<file path="src/rtl/profile_sampler_ci.sv">
// ---------------------------------------------------------------------------
// profile_sampler_ci
//
// Custom-instruction block that takes periodic snapshots of the four
// profiling counters and stores them in an on-chip FIFO. Software can then
// read back a time series instead of polling the live counters.
//
// Ports:
//   clock       system clock
//   reset       asynchronous, active-low reset
//   start       custom-instruction start strobe
//   ciN         custom-instruction number; the block answers only to customId
//   valueA      [2:0] selects the opcode, upper bits are ignored
//   valueB      operand (interval, run flag, or PEEK word index)
//   counter0..3 live counter values from the profiling block
//   done        one-cycle pulse, one cycle after each accepted instruction
//   result      instruction result, valid while done is high, zero otherwise
//   sampleIrq   high while the FIFO held at least half its depth on the
//               previous cycle
//
// Opcodes:
//   0 SETINT  interval and timer are both loaded from valueB
//   1 RUN     running <= valueB[0]; timer reloads on a 0->1 transition
//   2 PEEK    word valueB[1:0] of the head entry (0 when empty)
//   3 POP     counter0 word of the head entry, then the head is removed
//   4 STATUS  {overflow, running, 22'b0, count}
//   5 CLEAR   empties the FIFO and clears overflow
//   6,7       no effect, result 0
// ---------------------------------------------------------------------------
module profile_sampler_ci #(
    parameter logic [7:0] customId      = 8'h01,
    parameter int         fifoDepthLog2 = 3
) (
    input  logic        clock,
    input  logic        reset,
    input  logic        start,
    input  logic [7:0]  ciN,
    input  logic [31:0] valueA,
    input  logic [31:0] valueB,
    input  logic [31:0] counter0,
    input  logic [31:0] counter1,
    input  logic [31:0] counter2,
    input  logic [31:0] counter3,
    output logic        done,
    output logic [31:0] result,
    output logic        sampleIrq
);

    localparam int DEPTH = 1 << fifoDepthLog2;

    // Count value meaning "full" (count is one bit wider than the pointers).
    localparam logic [fifoDepthLog2:0] FULL_CNT = {1'b1, {fifoDepthLog2{1'b0}}};
    localparam logic [fifoDepthLog2:0] HALF_CNT = FULL_CNT >> 1;

    localparam logic [2:0] OP_SETINT = 3'd0;
    localparam logic [2:0] OP_RUN    = 3'd1;
    localparam logic [2:0] OP_PEEK   = 3'd2;
    localparam logic [2:0] OP_POP    = 3'd3;
    localparam logic [2:0] OP_STATUS = 3'd4;
    localparam logic [2:0] OP_CLEAR  = 3'd5;

    // Selects one 32-bit word of a packed FIFO entry; word 0 is counter0.
    function automatic logic [31:0] pick_word(input logic [127:0] entry,
                                              input logic [1:0]   idx);
        logic [31:0] w;
        case (idx)
            2'd0:    w = entry[31:0];
            2'd1:    w = entry[63:32];
            2'd2:    w = entry[95:64];
            default: w = entry[127:96];
        endcase
        return w;
    endfunction

    // Packs the STATUS word; the count is zero-extended into the low byte.
    function automatic logic [31:0] status_word(input logic                   ovf,
                                                input logic                   run,
                                                input logic [fifoDepthLog2:0] cnt);
        logic [7:0] cnt8;
        cnt8                    = '0;
        cnt8[fifoDepthLog2:0]   = cnt;
        return {ovf, run, 22'b0, cnt8};
    endfunction

    // -----------------------------------------------------------------------
    // Stage p0: instruction decode, sample event and FIFO bookkeeping
    // -----------------------------------------------------------------------
    logic                       sel_p0;
    logic [2:0]                 op_p0;
    logic [31:0]                result_d_p0;

    logic                       running;
    logic                       overflow;
    logic [31:0]                interval;
    logic [31:0]                timer;
    logic [fifoDepthLog2-1:0]   head;
    logic [fifoDepthLog2-1:0]   tail;
    logic [fifoDepthLog2:0]     count;
    logic [127:0]               mem [DEPTH];
    logic [127:0]               head_entry;

    logic                       sample_evt;
    logic                       fifo_full;
    logic                       fifo_empty;
    logic                       pop_ok;
    logic                       clear_req;
    logic                       push_ok;
    logic                       drop_evt;

    logic                       unused_opcode_bits;

    assign sel_p0     = start && (ciN == customId);
    assign op_p0      = valueA[2:0];
    assign unused_opcode_bits = &{1'b0, valueA[31:3]};

    assign head_entry = mem[head];
    assign fifo_full  = (count == FULL_CNT);
    assign fifo_empty = (count == '0);

    // The timer is examined before this cycle's update, so a SETINT or RUN
    // in the same cycle does not suppress a sample that is already due.
    assign sample_evt = running && (timer == 32'd0);

    assign clear_req  = sel_p0 && (op_p0 == OP_CLEAR);
    assign pop_ok     = sel_p0 && (op_p0 == OP_POP) && !fifo_empty;

    // A pop in the same cycle frees a slot, so a full FIFO can still accept
    // the sample. CLEAR discards any concurrent sample.
    assign push_ok    = sample_evt && !clear_req && (!fifo_full || pop_ok);
    assign drop_evt   = sample_evt && !clear_req && fifo_full && !pop_ok;

    always_comb begin
        result_d_p0 = '0;
        if (sel_p0) begin
            case (op_p0)
                OP_PEEK: begin
                    if (!fifo_empty) begin
                        result_d_p0 = pick_word(head_entry, valueB[1:0]);
                    end
                end
                OP_POP: begin
                    if (!fifo_empty) begin
                        result_d_p0 = head_entry[31:0];
                    end
                end
                OP_STATUS: begin
                    result_d_p0 = status_word(overflow, running, count);
                end
                default: begin
                    result_d_p0 = '0;
                end
            endcase
        end
    end

    // FIFO storage is pure data: written only on an accepted sample and
    // never reset, since count/head/tail already define what is valid.
    always_ff @(posedge clock) begin
        if (push_ok) begin
            mem[tail] <= {counter3, counter2, counter1, counter0};
        end
    end

    // -----------------------------------------------------------------------
    // Stage p1: registered response and control state
    // -----------------------------------------------------------------------
    logic        done_p1;
    logic [31:0] result_p1;
    logic        irq_p1;

    always_ff @(posedge clock or negedge reset) begin
        if (!reset) begin
            done_p1   <= 1'b0;
            result_p1 <= '0;
            irq_p1    <= 1'b0;
            running   <= 1'b0;
            overflow  <= 1'b0;
            interval  <= '0;
            timer     <= '0;
            head      <= '0;
            tail      <= '0;
            count     <= '0;
        end else begin
            done_p1   <= sel_p0;
            result_p1 <= result_d_p0;
            irq_p1    <= (count >= HALF_CNT);

            if (running) begin
                timer <= (timer == 32'd0) ? interval : (timer - 32'd1);
            end

            if (sel_p0 && (op_p0 == OP_SETINT)) begin
                interval <= valueB;
                timer    <= valueB;
            end

            if (sel_p0 && (op_p0 == OP_RUN)) begin
                running <= valueB[0];
                if (!running && valueB[0]) begin
                    timer <= interval;
                end
            end

            if (clear_req) begin
                head     <= '0;
                tail     <= '0;
                count    <= '0;
                overflow <= 1'b0;
            end else begin
                if (push_ok) begin
                    tail <= tail + 1'b1;
                end
                if (pop_ok) begin
                    head <= head + 1'b1;
                end
                if (push_ok && !pop_ok) begin
                    count <= count + 1'b1;
                end else if (!push_ok && pop_ok) begin
                    count <= count - 1'b1;
                end
                if (drop_evt) begin
                    overflow <= 1'b1;
                end
            end
        end
    end

    assign done      = done_p1;
    assign result    = result_p1;
    assign sampleIrq = irq_p1;

endmodule

</file>
<file path="config.mk">
export PLATFORM = sky130hd
export DESIGN_NAME = profile_sampler_ci
export DESIGN_NICKNAME = d
export VERILOG_FILES = /design/src/rtl/profile_sampler_ci.sv
export SDC_FILE = /design/constraint.sdc
export NUM_CORES = 1
export LEC_CHECK = 0
export CAP_MARGIN = 20
export CORE_MARGIN = 2
export CORE_UTILIZATION = 40
export DETAILED_ROUTE_END_ITERATION = 10
export PLACE_DENSITY_LB_ADDON = 0.25
export RECOVER_POWER = 25
export SYNTH_ARGS = -nofsm -noshare
export SYNTH_HDL_FRONTEND = slang
export SYNTH_SLANG_ARGS = --single-unit
export TNS_END_PERCENT = 5
</file>
<file path="constraint.sdc">
create_clock -name clock -period 19.9 [get_ports clock]
set_input_delay 2.985 -clock clock [delete_from_list [all_inputs] [get_ports clock]]
set_output_delay 2.985 -clock clock [all_outputs]
set_load 0.01 [all_outputs]
</file>
==> results of run 1 <==
[kinds of logic (layout without fill, tap and decap cells)]
kind of cell / count (synthesis) / after routing / share of synthesized area
multiplexers: 378 / 378 / 0.158
adder cells (fa/ha/maj): 7 / 7 / 0.00212
other: 0 / 11 / 0
AO/OA/AOI/OAI: 296 / 296 / 0.0404
AND/OR/NAND/NOR: 328 / 328 / 0.0360
XOR/XNOR: 8 / 8 / 0.00156
flip-flops: 1134 / 1134 / 0.748
buffers and inverters: 146 / 475 / 0.0135
[placed cells by master (no fill, tap or decap), types with 14 or more instances in the layout]
cell type                         instances
sky130_fd_sc_hd__edfxtp_1              1024
sky130_fd_sc_hd__mux4_2                 256
sky130_fd_sc_hd__nand2_1                150
sky130_fd_sc_hd__clkdlybuf4s50_1        126
sky130_fd_sc_hd__a21oi_1                117
sky130_fd_sc_hd__clkbuf_16              117
sky130_fd_sc_hd__dfrtp_1                107
sky130_fd_sc_hd__mux2_2                  86
sky130_fd_sc_hd__dlygate4sd3_1           78
sky130_fd_sc_hd__o21ai_0                 60
sky130_fd_sc_hd__nor2_1                  48
sky130_fd_sc_hd__mux2i_1                 36
sky130_fd_sc_hd__buf_4                   32
sky130_fd_sc_hd__a22oi_1                 29
sky130_fd_sc_hd__clkinv_1                28
sky130_fd_sc_hd__clkbuf_1                28
sky130_fd_sc_hd__clkinv_2                26
sky130_fd_sc_hd__nand3_1                 20
sky130_fd_sc_hd__o22ai_1                 20
sky130_fd_sc_hd__nor3_1                  17
sky130_fd_sc_hd__a211oi_1                16
sky130_fd_sc_hd__nor2b_1                 14
[power groups by stage]
stage	sequential (uW)	clock (uW)	combinational, uW
3_5_place_dp	2650	0	110
3_3_place_gp	2650	0	105
4_1_cts	2600	2170	111
2_1_floorplan	2650	0	35.8
5_1_grt	2600	2260	118
6_report	2600	2110	107
[area by class of cell]
class | instances | area [sq um] | area share
sequential | 1134 | 33500 | 0.639
multi-input combinational | 1017 | 10800 | 0.205
clock buffer | 144 | 3040 | 0.0580
timing repair buffer | 248 | 2470 | 0.0471
tap | 1488 | 1860 | 0.0355
clock inverter | 73 | 708 | 0.0135
inverter | 10 | 37.5 | 0.000716
antenna | 11 | 27.5 | 0.000525
[flip-flops by register name (all words and copies together), names as in the netlist]
| name | flops |
|---|---|
| tail | 3 |
| interval | 32 |
| count | 4 |
| timer | 32 |
| running | 1 |
| overflow | 1 |
| head | 3 |
| result | 32 |
| mem | 1024 |
| done | 1 |
| sampleIrq | 1 |
[stage by stage]
stage	instances	cell area, sq um	hold slack [ps]
global placement	3896	48600	459
global route	4115	52400	509
CTS	4113	52400	479
floorplan	2297	44800	439
detailed placement	3896	48600	465
finish	4125	52400	476
[layer usage]
metal,vias to the layer above,routed length (microns)
met2,722,50800
met4,34,2340
met5,-,210
met3,177,7510
li1,9886,-
met1,12100,46900
[path summary, 6_finish.rpt]
kind,startpoint,end,slack [ps],depth (start not counted)
worst min-delay path,interval[20],interval[20],480,2
worst max register to register,timer[10],mem[2][62],14570,8
max in group asynchronous,reset,interval[25],14670,3
min in group asynchronous,reset,result[28],3000,1
worst max-delay path,ciN[2],mem[2][62],12050,10
worst min register to register,interval[20],interval[20],480,2
[worst max-delay path, delay by kind of cell]
kind	cells	cell delay (ps)
buf+inv	4	2300
simple gates	5	2150
compound gates	1	600
==> flow_results.xml, run 1 <==
<?xml version="1.0" encoding="UTF-8"?>
<metrics>
  <group name="logic_synthesis">
    <metric name="synthMostInstantiatedCell" unit="">sky130_fd_sc_hd__edfxtp_1</metric>
    <metric name="postSynthCellCount" unit="">2297</metric>
    <metric name="syn-cell-area" unit="sq um">44800</metric>
    <metric name="post_synth.cell_area_avg" unit="sq um">19.5</metric>
    <metric name="synthArstFlopShare" unit="">0.0970</metric>
    <metric name="synth_cell_types" unit="">74</metric>
    <metric name="ys_seq_area_frac" unit="">0.748</metric>
    <metric name="post_synth_main_area_contributors" unit="">sky130_fd_sc_hd__edfxtp_1 69%, sky130_fd_sc_hd__mux4_2 13%, sky130_fd_sc_hd__dfrtp_1 6.1%</metric>
    <metric name="ys_warn_count" unit="">0</metric>
    <metric name="netlist.area_leader.share" unit="">0.687</metric>
    <metric name="synth_common_cells" unit="">1,024 x sky130_fd_sc_hd__edfxtp_1, 256 x sky130_fd_sc_hd__mux4_2, 150 x sky130_fd_sc_hd__nand2_1, 117 x sky130_fd_sc_hd__a21oi_1, 110 x sky130_fd_sc_hd__dfrtp_1</metric>
    <metric name="synthFlopType" unit="">sky130_fd_sc_hd__edfxtp_1</metric>
    <metric name="number_of_synthesized_flops_with_an_enable_pin" unit="">1024</metric>
    <metric name="ys_seq_elements" unit="">1134</metric>
    <metric name="synth.net_count" unit="">2507</metric>
    <metric name="post-synth-top-area-cell" unit="">sky130_fd_sc_hd__edfxtp_1</metric>
  </group>
  <group name="min_path">
    <metric name="timing.hold.worst.class" unit="">reg2reg</metric>
  </group>
  <group name="sta">
    <metric name="finClkSkew" unit="ps">49.4</metric>
    <metric name="final_count_of_hold_timing_violations" unit="">0</metric>
    <metric name="worst-slew-pin-transition" unit="ps">2370</metric>
    <metric name="post-route-period-util" unit="">0.395</metric>
    <metric name="timing.final.ws_setup" unit="ps">12050</metric>
    <metric name="timing.final.setup_violations" unit="">0</metric>
    <metric name="final.min_clock_period" unit="ps">7850</metric>
    <metric name="maxClockFrequency" unit="MHz">127</metric>
    <metric name="worst_slew_margin_rel" unit="">-0.582</metric>
    <metric name="unrepaired_setup_endpoints_after_global_routing" unit="">false</metric>
    <metric name="slew_viol_final" unit="">32</metric>
    <metric name="fin_tns_setup" unit="ps">0</metric>
  </group>
  <group name="placement">
    <metric name="placement.io_buffers" unit="">207</metric>
    <metric name="post-dp-hpwl" unit="microns">60600</metric>
    <metric name="dp_slack" unit="ps">11360</metric>
    <metric name="gp_congestion" unit="">0.826</metric>
  </group>
  <group name="route">
    <metric name="drt-wirelength-per-cell" unit="microns">26.1</metric>
    <metric name="vias" unit="">22900</metric>
    <metric name="post-route-drc-count" unit="">0</metric>
    <metric name="drtIter0Drc" unit="">2182</metric>
    <metric name="final_antenna_net_count" unit="">0</metric>
    <metric name="vias_per_cell" unit="">5.56</metric>
    <metric name="firstDrtPassIters" unit="">5</metric>
    <metric name="route.final.wire_length" unit="microns">108000</metric>
  </group>
  <group name="clock_network">
    <metric name="tritoncts.num_buffers" unit="">115</metric>
    <metric name="holdBufCountCts" unit="">0</metric>
    <metric name="tritoncts_sink_count" unit="">1134</metric>
    <metric name="path_clk_slew" unit="ps">60</metric>
    <metric name="cts_htree_levels" unit="">3</metric>
    <metric name="clkLatencyLatePin" unit="ps">700</metric>
    <metric name="ctsRootBufferMaster" unit="">sky130_fd_sc_hd__clkbuf_16</metric>
    <metric name="cts_max_path_buffers" unit="">3</metric>
    <metric name="cts_setup_buffers" unit="">0</metric>
    <metric name="ctsResizeCount" unit="">0</metric>
    <metric name="tritoncts" unit="">done</metric>
  </group>
  <group name="power">
    <metric name="swShare" unit="">0.200</metric>
    <metric name="vdd_ir_drop_max" unit="mV">0.0645</metric>
    <metric name="static-leakage-power" unit="uW">0.0164</metric>
    <metric name="power_frac_comb" unit="">0.022</metric>
    <metric name="pwr-share-clk" unit="">0.438</metric>
    <metric name="power_density" unit="nW/um^2">92.0</metric>
    <metric name="power.share.sequential" unit="">0.540</metric>
    <metric name="total_switching_power" unit="uW">966</metric>
    <metric name="power.total" unit="uW">4820</metric>
    <metric name="internal-power" unit="uW">3860</metric>
  </group>
  <group name="global_routing">
    <metric name="grt.met2_usage" unit="">0.294</metric>
    <metric name="grt_util_all_layers" unit="">0.187</metric>
    <metric name="grt.met1_usage" unit="">0.265</metric>
    <metric name="grt_remaining_overflow" unit="">0</metric>
    <metric name="initial_antenna_violation_count" unit="">48</metric>
    <metric name="pin_count_of_the_biggest_net_entering_global_routing" unit="">129</metric>
    <metric name="grt.busiest_layer" unit="">met2</metric>
    <metric name="grt_pass1_vias" unit="">23600</metric>
    <metric name="global_routing_met3_resource_utilization" unit="">0.0396</metric>
    <metric name="grt_first_pass_wirelength" unit="microns">159000</metric>
  </group>
  <group name="finish">
    <metric name="drive_above_1_share" unit="">0.222</metric>
    <metric name="finish.utilization" unit="">0.473</metric>
    <metric name="areaGrowthSynthToFinish" unit="%">17.0</metric>
    <metric name="fin_nets" unit="">2736</metric>
    <metric name="filler_cell_count" unit="">9234</metric>
  </group>
  <group name="setup_path">
    <metric name="critPathMaxStageDelay" unit="ps">930</metric>
    <metric name="critical_path.cell_chain" unit="">clkdlybuf4s50_1, or4_1, or3_1, inv_2, nand4_1, a211oi_4, nand2_2, nor3_2, buf_4, buf_4</metric>
    <metric name="end_kind" unit="">register</metric>
    <metric name="startpoint_type" unit="">input port</metric>
    <metric name="timing.critical_path.mode_cell" unit="">sky130_fd_sc_hd__buf_4</metric>
    <metric name="critPathRequiredTime" unit="ps">20210</metric>
    <metric name="timing_worst_setup_path_type" unit="">in2reg</metric>
    <metric name="cp_max_fo" unit="">54</metric>
    <metric name="timing.critical_path.arrival" unit="ps">8160</metric>
    <metric name="critical_path.slowest_cell" unit="">sky130_fd_sc_hd__buf_4</metric>
  </group>
  <group name="status">
    <metric name="failed_checks" unit="">max-capacitance violations, max-slew violations</metric>
    <metric name="run_status" unit="">complete, but fails checks</metric>
  </group>
  <group name="die">
    <metric name="floorplan.io_pins" unit="">237</metric>
    <metric name="die_h" unit="microns">339</metric>
    <metric name="core_area" unit="sq um">111000</metric>
    <metric name="floorplan.initialDensity" unit="">0.404</metric>
    <metric name="die_w" unit="microns">339</metric>
    <metric name="design.die.area" unit="sq um">115000</metric>
    <metric name="row_count" unit="">122</metric>
  </group>
  <group name="flow_run">
    <metric name="drv_cap" unit="">1</metric>
  </group>
</metrics>
Power figures use the tool's default switching activity.
==> run 2, diff against run 1 <==
==> constraint.sdc (replaced) <==
create_clock -name clock -period 7.05 [get_ports clock]
set_input_delay 1.0575 -clock clock [delete_from_list [all_inputs] [get_ports clock]]
set_output_delay 1.0575 -clock clock [all_outputs]
set_load 0.01 [all_outputs]
==> flow_results.xml, run 2 (same netlist as run 1, synthesis figures left out) <==
<?xml version="1.0" encoding="UTF-8"?>
<metrics>
  <group name="setup_path">
    <metric name="cp_max_fo" unit="">54</metric>
    <metric name="timing.critical_path.arrival" unit="ps">3980</metric>
    <metric name="end_kind" unit="">asynchronous set/reset pin</metric>
    <metric name="startpoint_type" unit="">input port</metric>
    <metric name="timing_worst_setup_path_type" unit="">in2async</metric>
    <metric name="worst_r2r_startpoint" unit="">timer[11]</metric>
    <metric name="r2r_end" unit="">mem[3][51]</metric>
    <metric name="reg2reg_setup_slack" unit="ps">2620</metric>
    <metric name="crit_buf_inv" unit="">1</metric>
    <metric name="critPathMaxStageDelay" unit="ps">2850</metric>
    <metric name="critPathRequiredTime" unit="ps">6280</metric>
    <metric name="critical_path.cell_chain" unit="">clkbuf_1</metric>
    <metric name="critical_path.slowest_cell" unit="">sky130_fd_sc_hd__clkbuf_1</metric>
    <metric name="worst_r2r_path_depth" unit="">7</metric>
    <metric name="critical_path.startpoint" unit="">reset</metric>
    <metric name="critical_path.top_delay_family" unit="">buffers and inverters</metric>
  </group>
  <group name="clock_network">
    <metric name="tritoncts.num_buffers" unit="">117</metric>
    <metric name="ctsResizeCount" unit="">0</metric>
    <metric name="holdBufCountCts" unit="">0</metric>
    <metric name="cts_setup_buffers" unit="">0</metric>
    <metric name="clkLatencyLatePin" unit="ps">720</metric>
    <metric name="ctsRootBufferMaster" unit="">sky130_fd_sc_hd__clkbuf_16</metric>
    <metric name="tritoncts" unit="">done</metric>
    <metric name="path_clk_slew" unit="ps">60</metric>
    <metric name="tritoncts_sink_count" unit="">1134</metric>
    <metric name="cts_htree_levels" unit="">3</metric>
    <metric name="cts_max_path_buffers" unit="">3</metric>
  </group>
  <group name="status">
    <metric name="run_status" unit="">complete, but fails checks</metric>
    <metric name="failed_checks" unit="">max-capacitance violations, max-slew violations</metric>
  </group>
  <group name="finish">
    <metric name="layout_common_cells" unit="">1,024 x sky130_fd_sc_hd__edfxtp_1, 256 x sky130_fd_sc_hd__mux4_2, 150 x sky130_fd_sc_hd__nand2_1</metric>
    <metric name="drive_above_1_share" unit="">0.228</metric>
    <metric name="multi_input_area" unit="sq um">10800</metric>
    <metric name="layout.cell_area.non_filler" unit="sq um">52800</metric>
    <metric name="finish.cell_count_without_fillers" unit="">4133</metric>
    <metric name="registers.top_by_ff_count" unit="">mem</metric>
    <metric name="largest_reg_flops" unit="">1024</metric>
    <metric name="final_common_cell" unit="">sky130_fd_sc_hd__edfxtp_1</metric>
    <metric name="sequential_cell_area" unit="sq um">33500</metric>
    <metric name="fin_nets" unit="">2746</metric>
    <metric name="filler_cell_count" unit="">9195</metric>
    <metric name="areaGrowthSynthToFinish" unit="%">17.8</metric>
  </group>
  <group name="die">
    <metric name="floorplan.io_pins" unit="">237</metric>
    <metric name="floorplan.initialDensity" unit="">0.404</metric>
    <metric name="core_area" unit="sq um">111000</metric>
    <metric name="die_h" unit="microns">339</metric>
    <metric name="die_w" unit="microns">339</metric>
    <metric name="design.die.area" unit="sq um">115000</metric>
    <metric name="row_count" unit="">122</metric>
  </group>
  <group name="global_routing">
    <metric name="grt_remaining_overflow" unit="">0</metric>
    <metric name="grt_util_all_layers" unit="">0.191</metric>
    <metric name="pin_count_of_the_biggest_net_entering_global_routing" unit="">137</metric>
    <metric name="grt_pass1_vias" unit="">23800</metric>
    <metric name="grt_first_pass_wirelength" unit="microns">162000</metric>
    <metric name="initial_antenna_violation_count" unit="">50</metric>
  </group>
  <group name="sta">
    <metric name="post-route-period-util" unit="">0.674</metric>
    <metric name="worst_slew_margin_rel" unit="">-1.76</metric>
    <metric name="maxClockFrequency" unit="MHz">210</metric>
    <metric name="timing.final.ws_setup" unit="ps">2300</metric>
    <metric name="timing.final.setup_violations" unit="">0</metric>
    <metric name="final_count_of_hold_timing_violations" unit="">0</metric>
    <metric name="slew_viol_final" unit="">55</metric>
    <metric name="unrepaired_setup_endpoints_after_global_routing" unit="">false</metric>
    <metric name="fin_tns_setup" unit="ps">0</metric>
    <metric name="final.min_clock_period" unit="ps">4750</metric>
    <metric name="finClkSkew" unit="ps">44.2</metric>
    <metric name="worst-slew-pin-transition" unit="ps">4150</metric>
  </group>
  <group name="route">
    <metric name="vias" unit="">23000</metric>
    <metric name="firstDrtPassIters" unit="">5</metric>
    <metric name="vias_per_cell" unit="">5.57</metric>
    <metric name="post-route-drc-count" unit="">0</metric>
    <metric name="route.final.wire_length" unit="microns">110000</metric>
    <metric name="drtIter0Drc" unit="">2159</metric>
    <metric name="drt-wirelength-per-cell" unit="microns">26.6</metric>
    <metric name="final_antenna_net_count" unit="">0</metric>
  </group>
  <group name="placement">
    <metric name="placement.io_buffers" unit="">207</metric>
    <metric name="post-dp-hpwl" unit="microns">62400</metric>
    <metric name="gp_congestion" unit="">0.837</metric>
    <metric name="dp_slack" unit="ps">1960</metric>
    <metric name="placedCellCount" unit="">3904</metric>
    <metric name="placed_cell_area" unit="sq um">48800</metric>
  </group>
  <group name="flow_run">
    <metric name="drv_cap" unit="">1</metric>
  </group>
  <group name="min_path">
    <metric name="worst_hold_path.endpoint" unit="">interval[7]</metric>
    <metric name="timing.hold.worst.class" unit="">reg2reg</metric>
    <metric name="min_path_cells" unit="">2</metric>
    <metric name="worst_hold_start" unit="">interval[7]</metric>
  </group>
  <group name="power">
    <metric name="power_density" unit="nW/um^2">264</metric>
    <metric name="vdd_ir_drop_max" unit="mV">0.201</metric>
    <metric name="static-leakage-power" unit="uW">0.0166</metric>
  </group>
</metrics>
-- run 2: changes by cell type in the layout (fill, tap and decap cells not counted), sizes merged --
cell and delta:
buf +9, clkbuf -7, bufinv +6, clkinv -5, inv +5, clkdlybuf4s50 +3
dlygate4sd3 -3, clkinvlp +1, diode -1
-- run 2: final cells by class --
class,instances,area share
Inverter,10,0.000759
Clock buffer,138,0.0576
Sequential cell,1134,0.635
Timing Repair Buffer,256,0.0497
Antenna cell,10,0.000474
Multi-Input combinational cell,1017,0.205
Clock inverter,80,0.0165
Tap cell,1488,0.0353
-- run 2: how the worst max path moves through the flow --
stage | end | slack, ps | cells past startpoint
6_report | head[1] | 2300 | 1
4_1_cts | mem[3][50] | 2630 | 7
3_5_place_dp | mem[6][80] | 1960 | 10
2_1_floorplan | mem[5][0] | -1360 | 8
3_3_place_gp | mem[3][111] | 1930 | 10
5_1_grt | head[1] | 1510 | 1
-- run 2: per-layer routing --
metal | wire length [microns] | global-route usage
met1 | 48400 | 0.272
met2 | 50500 | 0.295
met3 | 8270 | 0.0463
met4 | 2670 | 0.0553
met5 | 237 | 0
-- run 2: power breakdown --
group	total, uW	internal (uW)	switching (uW)
clock network	6260	3670	2590
registers	7350	7330	12.1
logic	312	131	181
-- run 2: through the flow --
step | utilization | hold WS [ps] | power, uW
finish | 0.476 | 472 | 13900
global route | 0.476 | 499 | 14300
CTS | 0.476 | 364 | 14100
detailed placement | 0.441 | 458 | 7810
global placement | 0.441 | 458 | 7790
floorplan | - | 439 | 7580
